**config.mk**
```make
export PLATFORM = sky130hd
export DESIGN_NAME = dmem_arbiter
export DESIGN_NICKNAME = d
export VERILOG_FILES = /design/src/rtl/dmem_arb_pkg.sv /design/src/rtl/dmem_arb_fsm.sv /design/src/rtl/dmem_arbiter.sv
export SDC_FILE = /design/constraint.sdc
export NUM_CORES = 1
export LEC_CHECK = 0
export CAP_MARGIN = 20
export CORE_AREA = 2 2 106 108
export DETAILED_ROUTE_END_ITERATION = 8
export DIE_AREA = 0 0 108 110
export DONT_BUFFER_PORTS = 1
export SYNTH_ARGS = -nofsm -noshare
export SYNTH_HDL_FRONTEND = slang
export SYNTH_SLANG_ARGS = --single-unit
```
**constraint.sdc**
```tcl
create_clock -name i_clk -period 2.7 [get_ports i_clk]
set_input_delay 0.54 -clock i_clk [delete_from_list [all_inputs] [get_ports i_clk]]
set_output_delay 0.54 -clock i_clk [all_outputs]
set_load 0.02 [all_outputs]
```
**src/rtl/dmem_arb_pkg.sv**
```systemverilog
// Shared types and helpers for the data-memory arbiter between the CPU MEM
// stage and the debug/loader port.
package dmem_arb_pkg;

  localparam int unsigned ARB_ADDR_WIDTH = 32;
  localparam int unsigned ARB_DATA_WIDTH = 32;

  typedef enum logic [1:0] {
    CPU_PRI = 2'd0,
    DBG_PRI = 2'd1,
    HALTED  = 2'd2
  } arb_state_t;

  typedef enum logic {
    PORT_CPU = 1'b0,
    PORT_DBG = 1'b1
  } port_id_t;

  typedef struct packed {
    logic                      we;
    logic [ARB_ADDR_WIDTH-1:0] addr;
    logic [ARB_DATA_WIDTH-1:0] wdata;
  } mem_req_t;

  // A byte address is usable only if word aligned and inside the array.
  function automatic logic addr_legal(input logic [ARB_ADDR_WIDTH-1:0] addr,
                                      input int unsigned depth);
    return (addr[1:0] == 2'b00) && ((addr >> 2) < ARB_ADDR_WIDTH'(depth));
  endfunction

endpackage

```
**src/rtl/dmem_arb_fsm.sv**
```systemverilog
// Arbitration state, debug-port starvation counter and combinational grants.
module dmem_arb_fsm
  import dmem_arb_pkg::*;
#(
  parameter int unsigned STARVE_LIMIT = 4
) (
  input  logic       clk,
  input  logic       rst_n,
  input  logic       cpu_req,
  input  logic       dbg_req,
  input  logic       dbg_halt,
  output logic       cpu_gnt,
  output logic       dbg_gnt,
  output arb_state_t state
);

  localparam logic [3:0] LIMIT    = 4'(STARVE_LIMIT);
  localparam logic [3:0] LIMIT_M1 = 4'(STARVE_LIMIT - 1);

  arb_state_t state_q, state_d;
  logic [3:0] starve_cnt, starve_d;

  // Grants are forced low while reset is held so no output toggles in reset.
  always_comb begin
    // NOTE: every output of a combinational block gets a default first, so
    // no path leaves it unassigned and no latch is inferred.
    cpu_gnt = 1'b0;
    dbg_gnt = 1'b0;
    if (rst_n) begin
      case (state_q)
        CPU_PRI: begin
          cpu_gnt = cpu_req;
          dbg_gnt = dbg_req & ~cpu_req;
        end
        DBG_PRI: begin
          dbg_gnt = dbg_req;
          cpu_gnt = cpu_req & ~dbg_req;
        end
        HALTED:  dbg_gnt = dbg_req;
        default: ;
      endcase
    end
  end

  always_comb begin
    state_d = state_q;
    if (dbg_halt)
      state_d = HALTED;
    else if (state_q == HALTED)
      state_d = CPU_PRI;
    else if (state_q == CPU_PRI && starve_cnt == LIMIT_M1 && dbg_req && !dbg_gnt)
      state_d = DBG_PRI;
    else if (state_q == DBG_PRI && dbg_gnt)
      state_d = CPU_PRI;
  end

  always_comb begin
    starve_d = starve_cnt;
    if (!dbg_req || dbg_gnt)
      starve_d = 4'd0;
    else if (starve_cnt != LIMIT)
      starve_d = starve_cnt + 4'd1;
  end

  // NOTE: sequential state uses non-blocking assignments so every flop
  // samples pre-edge values regardless of statement order.
  always_ff @(posedge clk or negedge rst_n) begin
    if (!rst_n) begin
      state_q    <= CPU_PRI;
      starve_cnt <= 4'd0;
    end else begin
      state_q    <= state_d;
      starve_cnt <= starve_d;
    end
  end

  assign state = state_q;

endmodule

```
**src/rtl/dmem_arbiter.sv**
```systemverilog
// Shares one synchronous data memory between the CPU MEM stage and a
// debug/loader port: request mux, address check and read-return routing.
module dmem_arbiter
  import dmem_arb_pkg::*;
#(
  parameter int unsigned DATA_WIDTH   = ARB_DATA_WIDTH,
  parameter int unsigned MEM_DEPTH    = 32,
  parameter int unsigned ADDR_WIDTH   = ARB_ADDR_WIDTH,
  parameter int unsigned STARVE_LIMIT = 4,
  localparam int unsigned IDX_W       = $clog2(MEM_DEPTH)
) (
  input  logic                  i_clk,
  input  logic                  i_reset_n,
  input  logic                  i_cpu_req,
  input  logic                  i_cpu_we,
  input  logic [ADDR_WIDTH-1:0] i_cpu_addr,
  input  logic [DATA_WIDTH-1:0] i_cpu_wdata,
  output logic                  o_cpu_gnt,
  output logic                  o_cpu_stall,
  output logic                  o_cpu_rvalid,
  output logic [DATA_WIDTH-1:0] o_cpu_rdata,
  output logic                  o_cpu_err,
  input  logic                  i_dbg_req,
  input  logic                  i_dbg_we,
  input  logic [ADDR_WIDTH-1:0] i_dbg_addr,
  input  logic [DATA_WIDTH-1:0] i_dbg_wdata,
  input  logic                  i_dbg_halt,
  output logic                  o_dbg_gnt,
  output logic                  o_dbg_rvalid,
  output logic [DATA_WIDTH-1:0] o_dbg_rdata,
  output logic                  o_dbg_err,
  output logic                  o_halted,
  output logic                  o_mem_en,
  output logic                  o_mem_we,
  output logic [IDX_W-1:0]      o_mem_addr,
  output logic [DATA_WIDTH-1:0] o_mem_wdata,
  input  logic [DATA_WIDTH-1:0] i_mem_rdata
);

  arb_state_t state;
  logic       cpu_gnt, dbg_gnt, any_gnt;
  mem_req_t   cpu_bus, dbg_bus, win;
  logic       win_legal, store_err, load_gnt;
  logic       rd_valid, rd_err;
  port_id_t   rd_port;

  dmem_arb_fsm #(
    .STARVE_LIMIT(STARVE_LIMIT)
  ) u_fsm (
    .clk      (i_clk),
    .rst_n    (i_reset_n),
    .cpu_req  (i_cpu_req),
    .dbg_req  (i_dbg_req),
    .dbg_halt (i_dbg_halt),
    .cpu_gnt  (cpu_gnt),
    .dbg_gnt  (dbg_gnt),
    .state    (state)
  );

  assign cpu_bus = '{we: i_cpu_we, addr: ARB_ADDR_WIDTH'(i_cpu_addr),
                     wdata: ARB_DATA_WIDTH'(i_cpu_wdata)};
  assign dbg_bus = '{we: i_dbg_we, addr: ARB_ADDR_WIDTH'(i_dbg_addr),
                     wdata: ARB_DATA_WIDTH'(i_dbg_wdata)};
  assign any_gnt = cpu_gnt | dbg_gnt;

  // With no winner the bus is all zeros, which keeps memory outputs quiet.
  always_comb begin
    win = '0;
    if (cpu_gnt)
      win = cpu_bus;
    else if (dbg_gnt)
      win = dbg_bus;
  end

  assign win_legal = addr_legal(win.addr, MEM_DEPTH);
  assign store_err = any_gnt & win.we & ~win_legal;
  assign load_gnt  = any_gnt & ~win.we;

  assign o_mem_en    = any_gnt & win_legal;
  assign o_mem_we    = any_gnt & win.we;
  assign o_mem_addr  = win.addr[IDX_W+1:2];
  assign o_mem_wdata = DATA_WIDTH'(win.wdata);

  // Single return tag: memory latency is one cycle, so one slot suffices.
  always_ff @(posedge i_clk or negedge i_reset_n) begin
    if (!i_reset_n) begin
      rd_valid <= 1'b0;
      rd_err   <= 1'b0;
      rd_port  <= PORT_CPU;
    end else begin
      rd_valid <= load_gnt;
      rd_err   <= load_gnt & ~win_legal;
      rd_port  <= dbg_gnt ? PORT_DBG : PORT_CPU;
    end
  end

  assign o_cpu_rvalid = rd_valid & (rd_port == PORT_CPU);
  assign o_dbg_rvalid = rd_valid & (rd_port == PORT_DBG);
  assign o_cpu_rdata  = (o_cpu_rvalid & ~rd_err) ? i_mem_rdata : '0;
  assign o_dbg_rdata  = (o_dbg_rvalid & ~rd_err) ? i_mem_rdata : '0;

  // Store errors flag in the grant cycle, load errors ride with rvalid.
  assign o_cpu_err = (store_err & cpu_gnt) | (o_cpu_rvalid & rd_err);
  assign o_dbg_err = (store_err & dbg_gnt) | (o_dbg_rvalid & rd_err);

  assign o_cpu_gnt   = cpu_gnt;
  assign o_dbg_gnt   = dbg_gnt;
  assign o_cpu_stall = i_cpu_req & ~cpu_gnt & i_reset_n;
  assign o_halted    = (state == HALTED);

endmodule

```
==> results.md, run 1 <==
* Starting density of the core at 0.1399
* CP arrival at 2.08 ns
* Clock root buffer: clkbuf_8
* Largest net degree at the start of global routing at 41
* Critical-path maximum fanout at 4
* Crit path cell chain: inv_2 > ha_4 > nor2b_4 > or2_4 > a21oi_4 > a22o_1 > a32o_2 > buf_6
* Port buffer count at 0
* Area Overhead vs Synth at 26.92%
* Initial antenna violation count at 2
* WP buf/inv at 2
* First-pass GRT wire length at 9.183 mm
* GR Util All Layers at 0.1054
* Relative slew slack at 0.6807
* CP Class: reg2out
* Die area at 11880 um2
* Fillers at 1216
* Post-synth ARST share at 1.000
* R2r startpoint: u_fsm.state[1]
* Design Power at 566.2 uW
* Row count at 38
* CTS max path bufs at 2
* Hold Path Stages at 1
* Critical Path Sink Type: output pin
* Drt wl/cell at 20.61 um
* Ys flop type: dfrtp_1
* Slew Viols, Final at 0
* CTS Buf Count at 3
* Critical Path RT at 2.16 ns
* Pre-CTS WS at 0.1361 ns
* Finished Core Util at 0.1775
* Synth Instances at 198
* Routed WL at 7.151 mm
* Leakage at 0.0007782 uW
* Number of global-route vias before repair at 1664
* Number of H-tree levels at 1
* Final net count at 380
* Final Hold Viols at 0
* Min Tclk post-route at 2.617 ns
* Setup-failing EPs final at 0
* Critical path's slowest cell: dfrtp_1
* Final HPWL DP at 6.341 mm
* DR vias/cell at 4.994
* IO Pins at 278
* CORE AREA at 10700 um2
* Fin crit share at 0.9692
* Initial DRC count at 98
* DRC at 0
* Worst Hold Class: in2reg
* Ys Warns at 0
* DRT antenna net count at 0
* Register area at 226.5 um2
* Flop-to-flop setup slack at 0.38 ns
* Worst-Margin Slew at 0.4772 ns
* Share of cells above drive strength 1 at 0.1699
* Via count at 1733
* Die height at 110 um
* Max cap viols at 0
* Total grt overflow at 0
* Status: finished clean
* Delay of the slowest cell on the worst path at 0.40 ns
* Worst hold start: i_dbg_halt
* Area of the multi-input gates at 1241 um2
* TritonCTS clock tree: yes
* Fmax at 382.1 MHz
* Type of origin of the critical path: flip-flop
* Cells after DPL at 337
* WHS Endpoint: u_fsm.state[0]
* Power density cells at 298.1 nW/um2
* DIE WIDTH at 108 um
* PnR worst setup slack at 0.08321 ns
* Hold_ws at 0.3826 ns
* Avg Inst Size Synth at 7.558 um2
* Register bit total from synthesis at 9
* Clock sink count at 9
* RR Endpoint: u_fsm.state[0]
* Top delay family on crit path: compound AO/OA/AOI/OAI gates
* Netlist cell types at 31
* Maximum vdd drop at 0.0001227 V
* Reg2Reg Depth at 9
* CTS clock-pin slew for the worst setup and hold paths at 0.05 ns
* RSZ-0062 raised after global routing: yes
* Sequential fraction of the synthesis area at 0.1505
* GPL Wtd Cong at 1.014
* Post-route insts no fill at 347
* Syn nets at 371
* Mapped Area at 1496 um2
* 1st-pass router iterations at 5
* Post-synth EDFFs at 0
* Clock Skew at 0.0008696 ns
* Skew-Pair Late Insertion Delay at 0.23 ns
## power by group
part,switching (uW),internal [uW]
Sequential,8.07,143
Combinational,172,88.4
Clock,54.1,101
Total,234,332
## kinds of logic (layout without fill, tap and decap cells)
| group | after synthesis | after routing | share of synthesized area |
|---|---|---|---|
| XOR/XNOR | 1 | 1 | 0.005854 |
| buffers and inverters | 22 | 30 | 0.05853 |
| multiplexers | 1 | 1 | 0.006689 |
| other | 0 | 1 | 0 |
| AND/OR/NAND/NOR | 109 | 109 | 0.4381 |
| flip-flops | 9 | 9 | 0.1505 |
| AO/OA/AOI/OAI | 50 | 50 | 0.2901 |
| adder cells (fa/ha/maj) | 6 | 6 | 0.05017 |
## metrics by stage
stage | TNS (ns) | area (um2)
global placement | 0 | 1744
detailed placement | 0 | 1744
CTS | 0 | 1821
floorplan | 0 | 1496
global route | -0.01412 | 1899
finish | 0 | 1899
## worst max path at each step
stage,from,to,slack (ns),cells past startpoint
floorplan,u_fsm.state[1],o_mem_en,0.27,8
global placement,i_dbg_addr[1],o_cpu_err,0.15,6
detailed placement,i_dbg_addr[27],o_cpu_err,0.14,6
CTS,u_fsm.state[0],o_cpu_err,0.001,8
global route,u_fsm.state[1],o_cpu_err,-0.01,8
finish,u_fsm.state[1],o_cpu_err,0.08,8
## layout by cell type, fill, tap and decap left out, types with 4 or more instances in the layout
cell type  count
and2_1        66
a22o_1        39
buf_4         14
nor4_1        12
dfrtp_1        8
nor2_1         6
inv_1          5
nand2_1        4
ha_1           4
## Yosys cell counts, drive strengths merged, types with 3 or more instances
| master | n | share of area |
|---|---|---|
| dfrtp | 9 | 0.15 |
| nor2b | 5 | 0.021 |
| nor4 | 12 | 0.050 |
| buf | 4 | 0.013 |
| clkbuf | 11 | 0.028 |
| nor2 | 7 | 0.018 |
| inv | 7 | 0.018 |
| nor3 | 3 | 0.010 |
| a22o | 39 | 0.23 |
| ha | 6 | 0.050 |
| nand2 | 5 | 0.014 |
| and2 | 66 | 0.28 |
## registers in the layout, summed over array words and instances (netlist names)
name,flops
rd_port,1
u_fsm.state,2
rd_valid,1
rd_err,1
u_fsm.starve_cnt,4
## worst register-to-register path: cells and delay by family, from the launching register on
family	cells	cell delay (ns)
buf+inv	3	0.36
simple gates	3	0.72
fa+ha+maj	1	0.18
flops	1	0.40
compound gates	2	0.56
## what timing repair did
item / in CTS / in global routing
endpoints found under the setup margin: 3 / 40
pin swaps: 2 / 6
resized for setup: 3 / 16
hold buffers: 1 / 0
setup buffers: 1 / 3
hold endpoints to repair: 9 / 0
cloned: 0 / 0
## final cells by class
cell class / count / share of cell area
multi-input cells: 167 / 0.6535
clock inverters: 1 / 0.002635
diodes: 1 / 0.001318
well taps: 140 / 0.09223
repair buffers: 19 / 0.09552
clock buffers: 3 / 0.02174
inverters: 7 / 0.01383
flip-flops and latches: 9 / 0.1192
## layer usage
layer | up-vias | track usage | part of all wire
met5 | - | 0 | 0.0015
met4 | 2 | 0.02198 | 0.013
met3 | 6 | 0.04527 | 0.16
met2 | 189 | 0.1936 | 0.49
met1 | 802 | 0.1127 | 0.34
li1 | 734 | - | -
No activity file was read; power rests on OpenSTA's default activity.
==> run 2: changes to the inputs <==
CORE_AREA = 2 2 107 109   (was 2 2 106 108)
DIE_AREA = 0 0 109 111   (was 0 0 108 110)
DONT_BUFFER_PORTS = default   (was 1)
==> run 2 against run 1 <==
The flow now finishes with violations (setup timing); wire length increased by 42%; setup slack got worse by 0.11 ns; worst hold slack improved by 0.097 ns; non-clock buffer count increased by 285.
==> results.md, run 2 (synthesis results as in run 1) <==
* Commonest non-fill, non-tap cells in the layout: 193 x clkdlybuf4s50_1, 66 x and2_1, 39 x a22o_1, 39 x buf_4, 37 x dlygate4sd2_1
* Number of H-tree levels at 1 (unchanged)
* Register area at 225.2 um2 (-0.55%)
* Share of cells above drive strength 1 at 0.1690 (-0.0008601)
* 1st-pass router iterations at 4 (-1)
* Reg2Reg Depth at 8 (-1)
* Hold-fix buffers, CTS at 0 (-1)
* Max cap viols at 0 (unchanged)
* Fillers at 1140 (-6.3%)
* Maximum vdd drop at 0.0001445 V (+18%)
* GPL Wtd Cong at 0.8413 (-17%)
* Status: complete, but fails checks
* Fin crit share at 1.010 (+0.04092)
* R2r startpoint: u_fsm.state[0]
* Number of global-route vias before repair at 2685 (+61%)
* Largest net degree at the start of global routing at 39 (-4.9%)
* DIE WIDTH at 109 um (+0.93%)
* Setup-failing EPs final at 2 (+2)
* Worst Hold Class: in2async
* Clock root buffer: clkbuf_16
* Cells after DPL at 621 (+84%)
* Final Hold Viols at 0 (unchanged)
* Fmax at 366.7 MHz (-4.1%)
* Finished Core Util at 0.4185 (+0.2410)
* TritonCTS clock tree: yes
* Combinational share of power at 0.600 (+0.141)
* Critical Path RT at 2.16 ns (about the same)
* NetSw at 317.0 uW (+36%)
* Final net count at 665 (+75%)
* Slew Viols, Final at 0 (unchanged)
* Starting density of the core at 0.1351 (-0.004788)
* Initial antenna violation count at 0 (-2)
* Switch share at 0.3090 (-0.1041)
* Failing checks: setup timing
* DRC at 0 (unchanged)
* Critical-path maximum fanout at 3 (-1)
* Routed WL at 10.15 mm (+42%)
* Area Overhead vs Synth at 209.8%
* Min Tclk post-route at 2.727 ns (+0.1105 ns)
* IO Pins at 278 (unchanged)
* GR Util All Layers at 0.1565 (+0.05110)
* Clock power frac at 0.253 (-0.020)
* Initial DRC count at 166 (+69%)
* DRT antenna net count at 0 (unchanged)
* Total grt overflow at 0 (unchanged)
* Met3 GRT Util at 0.03821 (-0.007055)
* CP arrival at 2.19 ns (+0.11 ns)
* CTS Buf Count at 3 (unchanged)
* Worst-Margin Slew at 0.2985 ns (-0.1787 ns)
* Most flop-heavy register: u_fsm.starve_cnt
* Relative slew slack at 0.8004 (+0.1197)
* Post-route insts no fill at 634 (+83%)
* Seq pwr share at 0.147 (-0.120)
* RSZ-0062 raised after global routing: yes
* CORE AREA at 11080 um2 (+3.5%)
* Drt wl/cell at 16.00 um (-22%)
* First-pass GRT wire length at 14.63 mm (+59%)
* Met1 Use GR at 0.1755 (+0.06286)
* Final Cell Area at 4636 um2 (+140%)
* Clock sink count at 9 (unchanged)
* Global route hottest layer: met2
* Met2 usage at 0.2952 (+0.1016)
* Leakage at 0.002037 uW (+160%)
* PnR worst setup slack at -0.02726 ns (-0.1105 ns)
* Type of origin of the critical path: input pin
* CTS clock-pin slew for the worst setup and hold paths at 0.04 ns (about the same)
* Area after DPL at 4548 um2 (+160%)
* Die height at 111 um (+0.91%)
* Skew-Pair Late Insertion Delay at 0.23 ns (about the same)
* Pre-CTS WS at -0.4909 ns (-0.6271 ns)
* Commonest non-fill, non-tap cell in the layout: clkdlybuf4s50_1
* Die area at 12100 um2 (+1.8%)
* Port buffer count at 277 (+277)
* DR vias/cell at 4.229 (-15%)
* CTS max path bufs at 2 (unchanged)
* Largest register FFs at 4 (unchanged)
* CP Class: in2out
* Clock Skew at 0.001448 ns (+0.0005787 ns)
* Flop-to-flop setup slack at 0.62 ns (+0.24 ns)
* Pint at 708.8 uW (+110%)
* Via count at 2681 (+55%)
* Antenna cells at 0 (-1)
* RR Endpoint: u_fsm.state[1]
* Area of the multi-input gates at 1260 um2 (+1.5%)
* Critical Path Sink Type: output pin
* Row count at 39 (+2.6%)
* Final HPWL DP at 8.605 mm (+36%)
* Power density cells at 221.3 nW/um2 (-26%)
* Setup tns final at -0.04606 ns (-0.04606 ns)
## run 2: worst max-delay path by stage
stage	slack, ns	end	startpoint	depth (start not counted)
3_3_place_gp	-0.48	o_mem_en	i_dbg_addr[0]	7
5_1_grt	-0.09	o_cpu_err	i_dbg_addr[28]	8
6_report	-0.03	o_cpu_err	i_dbg_addr[28]	8
3_5_place_dp	-0.49	o_mem_wdata[3]	i_dbg_req	7
2_1_floorplan	0.27	o_mem_en	u_fsm.state[1]	8
4_1_cts	-0.02	o_cpu_err	u_fsm.state[0]	10
## run 2: worst max-delay path: stages
cell and delay, ns:
dlygate4sd2_1 0.23, nor4_1 0.25, and4_1 0.23, nand4_1 0.13
a22o_1 0.29, buf_6 0.12, a32o_2 0.27, buf_6 0.14
## run 2: stage by stage
step	power, uW	hold slack, ns
3_3_place_gp	782.2	0.5598
6_report	1026	0.4800
5_1_grt	1083	0.5156
2_1_floorplan	351.0	0.2444
4_1_cts	1033	0.4827
3_5_place_dp	786.2	0.5756
## run 2: layout make-up
class                           instances  share of cell area
Timing Repair Buffer                  304              0.6184
Multi-Input combinational cell        167              0.2718
Sequential cell                         9             0.04858
Tap cell                              143             0.03860
Clock buffer                            4             0.01700
Inverter                                7            0.005668
## run 2: power groups by stage
stage	Combinational (uW)	Sequential [uW]	Clock (uW)
after global routing	656	153	275
after CTS	619	151	263
final	615	151	259
after detailed placement	634	152	0
after global placement	630	152	0
after floorplan	200	151	0
## run 2: metal layers
layer	vias to the layer above	wire [um]
met5	-	0
li1	1305	-
met3	6	1175
met1	1192	3787
met2	178	5092
met4	0	93
## run 2: repair_timing
action | CTS | global route
pin swaps | 20 | 8
setup endpoints to repair | 42 | 32
buffers inserted | 6 | 2
gates cloned | 1 | 0
gates resized for setup | 153 | 58
==> run 3: changes to the inputs <==
MAX_ROUTING_LAYER = met4   (was default)
RECOVER_POWER = 50   (was default)
==> run 3 against run 2 <==
The run still ends with setup timing left; register-to-register slack got worse by 0.10 ns; non-clock buffer count unchanged; utilization decreased by 0.12 points; wire length increased by 0.33%; combinational power about the same; final area decreased by 0.30%; worst hold slack improved by 0.018 ns; critical path depth unchanged; highest routed layer unchanged.
==> results.md, run 3 (synthesis results as in run 1) <==
* DIE WIDTH at 109 um (unchanged)
* Top delay family on crit path: simple AND/OR/NAND/NOR gates
* Maximum vdd drop at 0.0001432 V (-0.87%)
* GR Util All Layers at 0.1607 (+0.004213)
* Port buffer count at 277 (unchanged)
* PnR worst setup slack at -0.01929 ns (+0.007969 ns)
* Relative slew slack at 0.8004 (unchanged)
* Share of cells above drive strength 1 at 0.1589 (-0.01018)
* Crit path cell chain: dlygate4sd2_1 > nor4_1 > and4_1 > nand4_1 > a22o_1 > buf_6 > a32o_2 > buf_6
* Critical path's slowest cell: a22o_1
* Worst-Margin Slew at 0.2985 ns (unchanged)
* Area after DPL at 4548 um2 (unchanged)
* Min Tclk post-route at 2.719 ns (-0.007969 ns)
* WP buf/inv at 3 (unchanged)
* 1st-pass router iterations at 4 (unchanged)
* Number of global-route vias before repair at 2687 (+0.074%)
* Initial antenna violation count at 0 (unchanged)
* CTS max path bufs at 2 (unchanged)
* Fmax at 367.7 MHz (+0.29%)
* Failing checks: setup timing
* Die area at 12100 um2 (unchanged)
* Cell mode on critical path: buf_6
* Power density cells at 221.6 nW/um2 (+0.13%)
* Fin crit share at 1.007 (-0.002951)
* Status: complete, but fails checks
* Fillers at 1144 (+0.35%)
* Hold-fix buffers, CTS at 0 (unchanged)
* Total grt overflow at 0 (unchanged)
* First-pass GRT wire length at 14.62 mm (about the same)
* Critical Path RT at 2.16 ns (about the same)
* Antenna cells at 0 (unchanged)
* IO Pins at 278 (unchanged)
* CTS clock-pin slew for the worst setup and hold paths at 0.04 ns (about the same)
* Max cap viols at 0 (unchanged)
* DRC at 0 (unchanged)
* Cells after DPL at 621 (unchanged)
* Slew Viols, Final at 0 (unchanged)
* Drt wl/cell at 16.06 um (+0.33%)
* Routed WL at 10.18 mm (+0.33%)
* Type of origin of the critical path: input pin
* Row count at 39 (unchanged)
* Skew-Pair Late Insertion Delay at 0.23 ns (about the same)
* Starting density of the core at 0.1351 (unchanged)
* Critical-path maximum fanout at 3 (unchanged)
* TritonCTS clock tree: yes
* Die height at 111 um (unchanged)
* Leakage at 0.002026 uW (-0.53%)
* Clock root buffer: clkbuf_16
* Commonest non-fill, non-tap cell in the layout: clkdlybuf4s50_1
* Final Cell Area at 4622 um2 (-0.30%)
* Worst Hold Class: in2async
* CORE AREA at 11080 um2 (unchanged)
* Via count at 2689 (+0.30%)
* Clock Skew at 0.001536 ns (+0.00008812 ns)
* Final net count at 665 (unchanged)
* Post-route insts no fill at 634 (unchanged)
* Commonest non-fill, non-tap cells in the layout: 193 x clkdlybuf4s50_1, 66 x and2_1, 39 x a22o_1
* CP Class: in2out
* Initial DRC count at 126 (-24%)
* Most flop-heavy register: u_fsm.starve_cnt
* Final Hold Viols at 0 (unchanged)
* Setup-failing EPs final at 2 (unchanged)
* Pre-CTS WS at -0.4909 ns (unchanged)
* RSZ-0062 raised after global routing: yes
* Final HPWL DP at 8.605 mm (unchanged)
* Clock sink count at 9 (unchanged)
* CP arrival at 2.18 ns (about the same)
* Number of H-tree levels at 1 (unchanged)
* DRT antenna net count at 0 (unchanged)
* Critical Path Sink Type: output pin
* CTS Buf Count at 3 (unchanged)
* Area Overhead vs Synth at 208.9%
* Largest net degree at the start of global routing at 39 (unchanged)
* DR vias/cell at 4.241 (+0.30%)
* Delay of the slowest cell on the worst path at 0.28 ns (about the same)
* Design Power at 1024 uW (-0.17%)
* GPL Wtd Cong at 0.8544 (+1.6%)
* Largest register FFs at 4 (unchanged)
==> run 3: final timing paths <==
| path | start | endpoint | slack [ns] | depth (start not counted) |
|---|---|---|---|---|
| max in group asynchronous | i_reset_n | u_fsm.state[1] | 1.99 | 2 |
| setup / recovery | i_dbg_addr[28] | o_cpu_err | -0.02 | 8 |
| hold reg to reg | u_fsm.starve_cnt[3] | u_fsm.starve_cnt[3] | 0.59 | 2 |
| hold / removal | i_reset_n | u_fsm.starve_cnt[2] | 0.50 | 2 |
| min in group i_clk | u_fsm.starve_cnt[3] | u_fsm.starve_cnt[3] | 0.59 | 2 |
| setup reg to reg | u_fsm.state[0] | u_fsm.state[1] | 0.52 | 8 |
==> run 3: report_power, final <==
part	total (uW)	internal (uW)	switching (uW)
combinational	613	366	247
sequential	151	144	7.66
clock	260	197	62.6
total	1020	707	317
==> run 3: metrics by stage <==
step,util,hold slack [ns],setup TNS [ns]
after floorplan,-,0.2444,0
after global placement,0.4106,0.5598,-16.44
after detailed placement,0.4106,0.5756,-16.88
after CTS,0.4236,0.4827,-0.02371
after global routing,0.4173,0.5439,-0.6218
final,0.4173,0.4982,-0.03065
==> run 3: routing by layer <==
metal / wire [um] / vias up / track usage
li1: - / 1305 / -
met1: 3832 / 1195 / 0.1770
met2: 5080 / 183 / 0.2957
met3: 1174 / 6 / 0.03469
met4: 93 / 0 / 0.02650
met5: 0 / - / -
==> run 3: final cells by class <==
class / instances / area, um2 / share of cell area
tap: 143 / 178.9 / 0.03871
sequential: 9 / 225.2 / 0.04873
multi-input combinational: 167 / 1257 / 0.2721
inverter: 7 / 26.28 / 0.005685
clock buffer: 4 / 78.83 / 0.01705
timing repair buffer: 304 / 2855 / 0.6178
==> run 3: timing repair <==
item / in CTS / in global routing
gates resized for setup: 153 / 58
setup endpoints to repair: 42 / 32
setup buffers: 6 / 2
cloned: 1 / 0
pin swaps: 20 / 8
